### src/rtl/fetch_unit.sv
// rtl/fetch_unit.sv - instruction fetch with one in-flight request and a two-entry buffer
module fetch_unit #(
    parameter logic [31:0] RESET_PC   = 32'h0040_0000,
    parameter int          FIFO_DEPTH = 2
) (
    input  logic        clk,
    input  logic        reset,
    input  logic        stall,
    input  logic        redirect_valid,
    input  logic [31:0] redirect_pc,
    output logic        imem_en,
    output logic [31:0] imem_addr,
    input  logic [31:0] imem_rdata,
    output logic        if_valid,
    output logic [31:0] if_instr,
    output logic [31:0] if_pc,
    output logic [31:0] if_pc4,
    output logic        misalign_err,
    output logic [31:0] fetch_count
);

    localparam int CntW = $clog2(FIFO_DEPTH + 1);

    logic [31:0]     pcQ;
    logic            inflightQ;
    logic [31:0]     inflightPcQ;
    logic [31:0]     headInstrQ;
    logic [31:0]     headPcQ;
    logic [31:0]     tailInstrQ;
    logic [31:0]     tailPcQ;
    logic [CntW-1:0] countQ;
    logic            misalignQ;
    logic [31:0]     fetchCountQ;

    logic       pop;
    logic       push;
    logic       issue;
    logic [2:0] occupancy;

    // Redirect squashes both the consumer side and the returning response.
    always_comb begin
        pop       = (countQ != '0) && !stall && !redirect_valid;
        push      = inflightQ && !redirect_valid;
        occupancy = 3'(countQ) + 3'(inflightQ) - 3'(pop);
        issue     = !reset && !redirect_valid && (occupancy <= 3'd1);
    end

    always_ff @(posedge clk) begin
        if (reset) begin
            pcQ         <= RESET_PC;
            countQ      <= '0;
            inflightQ   <= 1'b0;
            misalignQ   <= 1'b0;
            fetchCountQ <= '0;
        end else if (redirect_valid) begin
            pcQ       <= {redirect_pc[31:2], 2'b00};
            countQ    <= '0;
            inflightQ <= 1'b0;
            if (redirect_pc[1:0] != 2'b00) begin
                misalignQ <= 1'b1;
            end
        end else begin
            inflightQ <= issue;
            if (issue) begin
                pcQ         <= pcQ + 32'd4;
                inflightPcQ <= pcQ;
            end
            if (pop) begin
                fetchCountQ <= fetchCountQ + 32'd1;
            end
            // The head always holds the oldest entry; the tail only matters when count is 2.
            case ({push, pop})
                2'b11: begin
                    if (countQ == CntW'(1)) begin
                        headInstrQ <= imem_rdata;
                        headPcQ    <= inflightPcQ;
                    end else begin
                        headInstrQ <= tailInstrQ;
                        headPcQ    <= tailPcQ;
                        tailInstrQ <= imem_rdata;
                        tailPcQ    <= inflightPcQ;
                    end
                end
                2'b10: begin
                    if (countQ == '0) begin
                        headInstrQ <= imem_rdata;
                        headPcQ    <= inflightPcQ;
                    end else begin
                        tailInstrQ <= imem_rdata;
                        tailPcQ    <= inflightPcQ;
                    end
                    countQ <= countQ + CntW'(1);
                end
                2'b01: begin
                    headInstrQ <= tailInstrQ;
                    headPcQ    <= tailPcQ;
                    countQ     <= countQ - CntW'(1);
                end
                default: begin
                end
            endcase
        end
    end

    assign imem_en      = issue;
    assign imem_addr    = pcQ;
    assign if_valid     = (countQ != '0);
    assign if_instr     = headInstrQ;
    assign if_pc        = headPcQ;
    assign if_pc4       = headPcQ + 32'd4;
    assign misalign_err = misalignQ;
    assign fetch_count  = fetchCountQ;

endmodule
### config.mk
export PLATFORM = sky130hd
export DESIGN_NAME = fetch_unit
export DESIGN_NICKNAME = d
export VERILOG_FILES = /design/src/rtl/fetch_unit.sv
export SDC_FILE = /design/constraint.sdc
export NUM_CORES = 1
export LEC_CHECK = 0
export ABC_AREA = 1
export ABC_CLOCK_PERIOD_IN_PS = 7700
export CORE_UTILIZATION = 35
export DETAILED_ROUTE_END_ITERATION = 8
export PLACE_DENSITY = 0.68
export SLEW_MARGIN = 20
export SYNTH_ARGS = -nofsm -noshare
export SYNTH_HDL_FRONTEND = slang
export SYNTH_SLANG_ARGS = --single-unit
### constraint.sdc
create_clock -name clk -period 7.7 [get_ports clk]
set_input_delay 1.54 -clock clk [delete_from_list [all_inputs] [get_ports clk]]
set_output_delay 1.54 -clock clk [all_outputs]
set_load 0.02 [all_outputs]
==> results of run 1 <==
-- sequential cells by signal (all words and copies together), names as in the netlist --
| name | flops |
|---|---|
| if_pc | 30 |
| fetch_count | 32 |
| tailInstrQ | 32 |
| if_instr | 32 |
| imem_addr | 30 |
| inflightPcQ | 30 |
| inflightQ | 1 |
| misalign_err | 1 |
| tailPcQ | 30 |
| countQ | 2 |
-- kinds of logic (layout without fill, tap and decap cells) --
kind of cell / count (synthesis) / count (layout) / share of synthesized area
flip-flops: 220 / 220 / 0.504
AO/OA/AOI/OAI: 279 / 279 / 0.121
other: 1 / 6 / 0.000318
AND/OR/NAND/NOR: 720 / 720 / 0.252
buffers and inverters: 231 / 444 / 0.0789
XOR/XNOR: 41 / 41 / 0.0304
adder cells (fa/ha/maj): 12 / 12 / 0.0134
-- path summary, 6_finish.rpt --
| path | slack, ps | endpoint | from |
|---|---|---|---|
| worst max register to register | 3810 | imem_addr[9] | countQ[1] |
| worst min-delay path | 450 | tailPcQ[17] | inflightPcQ[17] |
| worst min register to register | 450 | tailPcQ[17] | inflightPcQ[17] |
| worst max-delay path | 1370 | imem_en | redirect_valid |
-- area by class of cell --
| type | count | area [sq um] | share of cell area |
|---|---|---|---|
| Sequential cell | 220 | 5950 | 0.389 |
| Multi-Input combinational cell | 1058 | 4970 | 0.325 |
| Timing Repair Buffer | 232 | 2310 | 0.151 |
| Clock buffer | 29 | 641 | 0.0419 |
| Inverter | 168 | 637 | 0.0417 |
| Tap cell | 442 | 553 | 0.0362 |
| Clock inverter | 15 | 236 | 0.0155 |
-- report_power, final --
part,switching [mW],leakage (nW),internal [mW],total [mW]
combinational,0.153,3.19,0.105,0.258
sequential,0.0350,1.94,1.30,1.33
clock,0.480,0.427,0.797,1.28
-- metal layers --
metal  GRT usage  share of wire
met1       0.265           0.46
met2       0.300           0.46
met3      0.0260          0.066
met4      0.0446          0.014
met5           0              0
-- through the flow --
stage / instance area, sq um / setup slack [ps]
after global placement: 14400 / 1390
final: 15300 / 1370
after global routing: 15300 / 1140
after detailed placement: 14400 / 1360
after floorplan: 11800 / 447
after CTS: 15300 / 1350
-- cell usage after synthesis --
| master | n |
|---|---|
| buf_1 | 5 |
| o21ai_0 | 145 |
| o21bai_1 | 3 |
| nand2_4 | 4 |
| inv_4 | 1 |
| buf_2 | 7 |
| fa_1 | 1 |
| ha_1 | 11 |
| nor3_1 | 23 |
| nand4_1 | 10 |
| buf_6 | 2 |
| dfxtp_1 | 66 |
| nor3b_1 | 1 |
| nor2_4 | 8 |
| nand4_2 | 1 |
| xnor2_1 | 16 |
| nor2_2 | 8 |
| conb_1 | 1 |
| clkbuf_1 | 39 |
| nand2_1 | 490 |
| o211ai_1 | 1 |
| nand3_1 | 47 |
| nand2_2 | 4 |
| clkinv_1 | 1 |
| edfxtp_1 | 154 |
| a21oi_1 | 114 |
| buf_4 | 10 |
| a211oi_1 | 2 |
| a31oi_1 | 4 |
| nand3_4 | 1 |
| inv_2 | 5 |
| inv_1 | 161 |
| xor2_1 | 25 |
| nor3_2 | 1 |
| a22oi_1 | 2 |
| o21ai_1 | 7 |
| nor2_1 | 120 |
| nand3b_1 | 1 |
| o21a_1 | 1 |
| and2_1 | 1 |
==> results_dict.tcl, run 1 <==
set metrics [dict create \
    outcome "finished, final reports clean" \
    post-route-min-period_ps 6330 \
    vias_per_cell 4.93 \
    htree_levels 1 \
    yosysWarnings 0 \
    die_w_um 186 \
    final_util 0.465 \
    grt_usage 0.187 \
    wl_per_cell_um 15.2 \
    grt_start_max_net_pins 125 \
    path_delay_family "buffers and inverters" \
    cts_sinks 220 \
    critPathMaxFanout 19 \
    hold_violations 0 \
    syn_inst 1504 \
    final_cell_mix "nand2_1, clkdlybuf4s50_1, inv_1" \
    final_nets 1785 \
    cp_slowest_cell "clkdlybuf4s50_1" \
    rows 66 \
    syn_area_per_cell_sq_um 7.84 \
    ys_types 40 \
    netlist_top_cells_area "edfxtp_1, nand2_1, dfxtp_1" \
    drv_slew 0 \
    antenna_found_initial 0 \
    start_util 0.359 \
    postCtsSetupBuffers 0 \
    clk_pin_slew_ps 50 \
    crit_required_ps 6160 \
    grt_pass1_wl_um 51400 \
    yosysTopAreaCell "edfxtp_1" \
    clk_path_buf_depth 3 \
    seq_area_frac_synth 0.504 \
    worstSetupPathType "in2out" \
    drive_above_1_share 0.0482 \
    power_density_nw_per_um2 188 \
    io_buffers 224 \
    tritoncts "done" \
    cp.depth 13 \
    fin_skew_ps 7.95 \
    wl_um 32900 \
    core_area_sq_um 32900 \
    crit_arrival_ps 4790 \
    n_fill_cell 3199 \
    grt_pass1_vias 9860 \
    crit_top_cell "inv_1" \
    whs_path_depth 0 \
    ys_ff_latch 220 \
    synth_top_area_share 0.392 \
    vias 10662 \
    ir_drop_mv 0.128 \
    drc 0 \
    cp.buffers_inverters 6 \
    cts_root_buffer "clkbuf_16" \
    fin_total_pwr_mw 2.87 \
    clk_latency_ps 520 \
    dr.pass1.iters 7 \
    numCtsBuffers 25 \
    layoutNonFillerInstCount 2164 \
    max_slew_margin 0.402 \
    hold_ws_ps 451 \
    hold_class "reg2reg" \
    dp_hpwl_um 23000 \
    die_h_um 186 \
    die_area_sq_um 34400 \
    drtIter0Drc 850 \
    hold_buffers 0 \
    p_leak_nw 5.56 \
    fmax_ghz 0.158 \
    io_pins 231 \
    crit_path_start_kind "input pin" \
    worst_slew_pin_slew_ps 898 \
    cap_violations 0 \
    setup_violations 0 \
    worst_setup_path_end_kind "primary output" \
    ctsResizeCount 0 \
    syn_to_final_growth_pct 29.6 \
    gr-total-overflow 0 \
    rsz0062_at_grt "false" \
    synth_area_sq_um 11800 \
    slowest_delay_ps 610 \
    final_common_cell "nand2_1" \
    tns_ps 0 \
    cp_cell_sequence "clkdlybuf4s50_1 > nor2_4 > nand2_4 > inv_1 > ha_1 > inv_1 > ha_1 > inv_1 > fa_1 > xnor2_1 > nand2_4 > inv_2 > clkdlybuf4s50_1" \
    dp_cells 2120 \
    final_antenna_net_count 0 \
    rr_worst_depth 18 \
    diodes 0 \
    routabilityCongestion 0.891 \
    final.period_utilization 0.822 \
]
(Power assumes the default switching activity.)
==> run 2: changes to the inputs <==
Settings changed: ABC_CLOCK_PERIOD_IN_PS 7700 to 5700.
Clock period 7.7 ns to 5.7 ns, I/O delays scaled along.
==> results_dict.tcl, run 2 (synthesis gave the netlist of run 1 again) <==
set metrics [dict create \
    drive_above_1_share 0.0503 \
    htree_levels 1 \
    final_antenna_net_count 0 \
    dr.pass1.iters 5 \
    crit_path_start_kind "input pin" \
    rr_worst_depth 19 \
    tritoncts "done" \
    ir_drop_mv 0.217 \
    vias 10575 \
    die_w_um 186 \
    met3_usage 0.0370 \
    postCtsSetupBuffers 0 \
    hold_buffers 0 \
    worstSetupPathType "in2out" \
    diodes 0 \
    wl_um 33000 \
    hold_class "reg2reg" \
    clk_pin_slew_ps 60 \
    clk_path_buf_depth 3 \
    final_cell_mix "nand2_1, clkdlybuf4s50_1, inv_1" \
    p_leak_nw 5.60 \
    wl_per_cell_um 15.2 \
    die_h_um 186 \
    final_nets 1789 \
    antenna_found_initial 0 \
    use_met2 0.330 \
    clk_latency_ps 540 \
    final.period_utilization 0.880 \
    critPathMaxFanout 7 \
    hold_ws_ps 451 \
    dp_hpwl_um 23200 \
    finalInstanceArea_sq_um 15400 \
    io_pins 231 \
    power_density_nw_per_um2 253 \
    grt_start_max_net_pins 126 \
    grt_pass1_vias 10183 \
    die_area_sq_um 34400 \
    core_area_sq_um 32900 \
    fin_total_pwr_mw 3.89 \
    ctsResizeCount 0 \
    worst_setup_path_end_kind "primary output" \
    setup_violations 0 \
    crit_arrival_ps 3880 \
    syn_to_final_growth_pct 30.3 \
    rsz0062_at_grt "false" \
    drc 0 \
    gr-total-overflow 0 \
    cts_root_buffer "clkbuf_16" \
    cts_sinks 220 \
    start_util 0.359 \
    crit_required_ps 4560 \
    drv_slew 0 \
    cap_violations 0 \
    final_common_cell "nand2_1" \
    rows 66 \
    use_met1 0.242 \
    routabilityCongestion 0.890 \
    vias_per_cell 4.87 \
    whs_path_depth 2 \
    fin_skew_ps 12.5 \
    busiest_layer "met2" \
    hold_violations 0 \
    io_buffers 224 \
    fmax_ghz 0.199 \
    worst_slew_pin_slew_ps 819 \
    place_area_sq_um 14500 \
    drtIter0Drc 618 \
    post-route-min-period_ps 5020 \
    numCtsBuffers 26 \
    max_slew_margin 0.454 \
    grt_usage 0.191 \
    outcome "finished, final reports clean" \
    grt_pass1_wl_um 52300 \
    n_fill_cell 3203 \
    tns_ps 0 \
]
-- run 2: cell types whose count changed in the layout (fill, tap and decap cells not counted), moves of 2 or more --
| cell | previous run | this run |
|---|---|---|
| clkinv_1 | 3 | 6 |
| clkinv_4 | 3 | 1 |
| buf_12 | 0 | 2 |
| clkinv_2 | 3 | 6 |
-- run 2: stage by stage --
stage	util	std cells	setup WS, ps
finish	0.468	2170	683
global route	0.468	2170	505
CTS	0.467	2169	646
detailed placement	0.440	2122	654
global placement	0.440	2122	688
floorplan	-	1509	351
-- run 2: final cells by class --
class	count	area (sq um)	share of cell area
flip-flops and latches	220	5950	0.387
well taps	442	553	0.0360
clock inverters	17	219	0.0142
multi-input cells	1058	4980	0.324
repair buffers	235	2370	0.154
clock buffers	30	676	0.0439
inverters	168	634	0.0413
-- run 2: worst paths after layout --
kind	from	to	slack, ps
worst min register to register	misalign_err	misalign_err	450
worst max register to register	countQ[1]	imem_addr[9]	2250
worst min-delay path	misalign_err	misalign_err	450
worst max-delay path	redirect_valid	imem_en	680
-- run 2: critical path: stages --
cell             delay (ps)
clkdlybuf4s50_1         470
nor2_4                  190
nand2_4                  60
inv_1                    70
ha_1                    220
inv_1                    60
ha_1                    130
inv_1                    50
fa_1                    480
inv_1                    60
nor2_4                  120
nand2_4                 100
inv_2                    80
clkdlybuf4s50_1         640
-- run 2: per-layer routing --
| metal | wire, um | up-vias |
|---|---|---|
| li1 | - | 5278 |
| met2 | 15700 | 379 |
| met3 | 2470 | 48 |
| met1 | 14100 | 4870 |
| met4 | 690 | 0 |
| met5 | 0 | - |
-- run 2: power breakdown --
part           internal [mW]  switching, mW
Clock                   1.07          0.660
Sequential              1.75         0.0449
Combinational          0.145          0.211
Total                   2.97          0.916
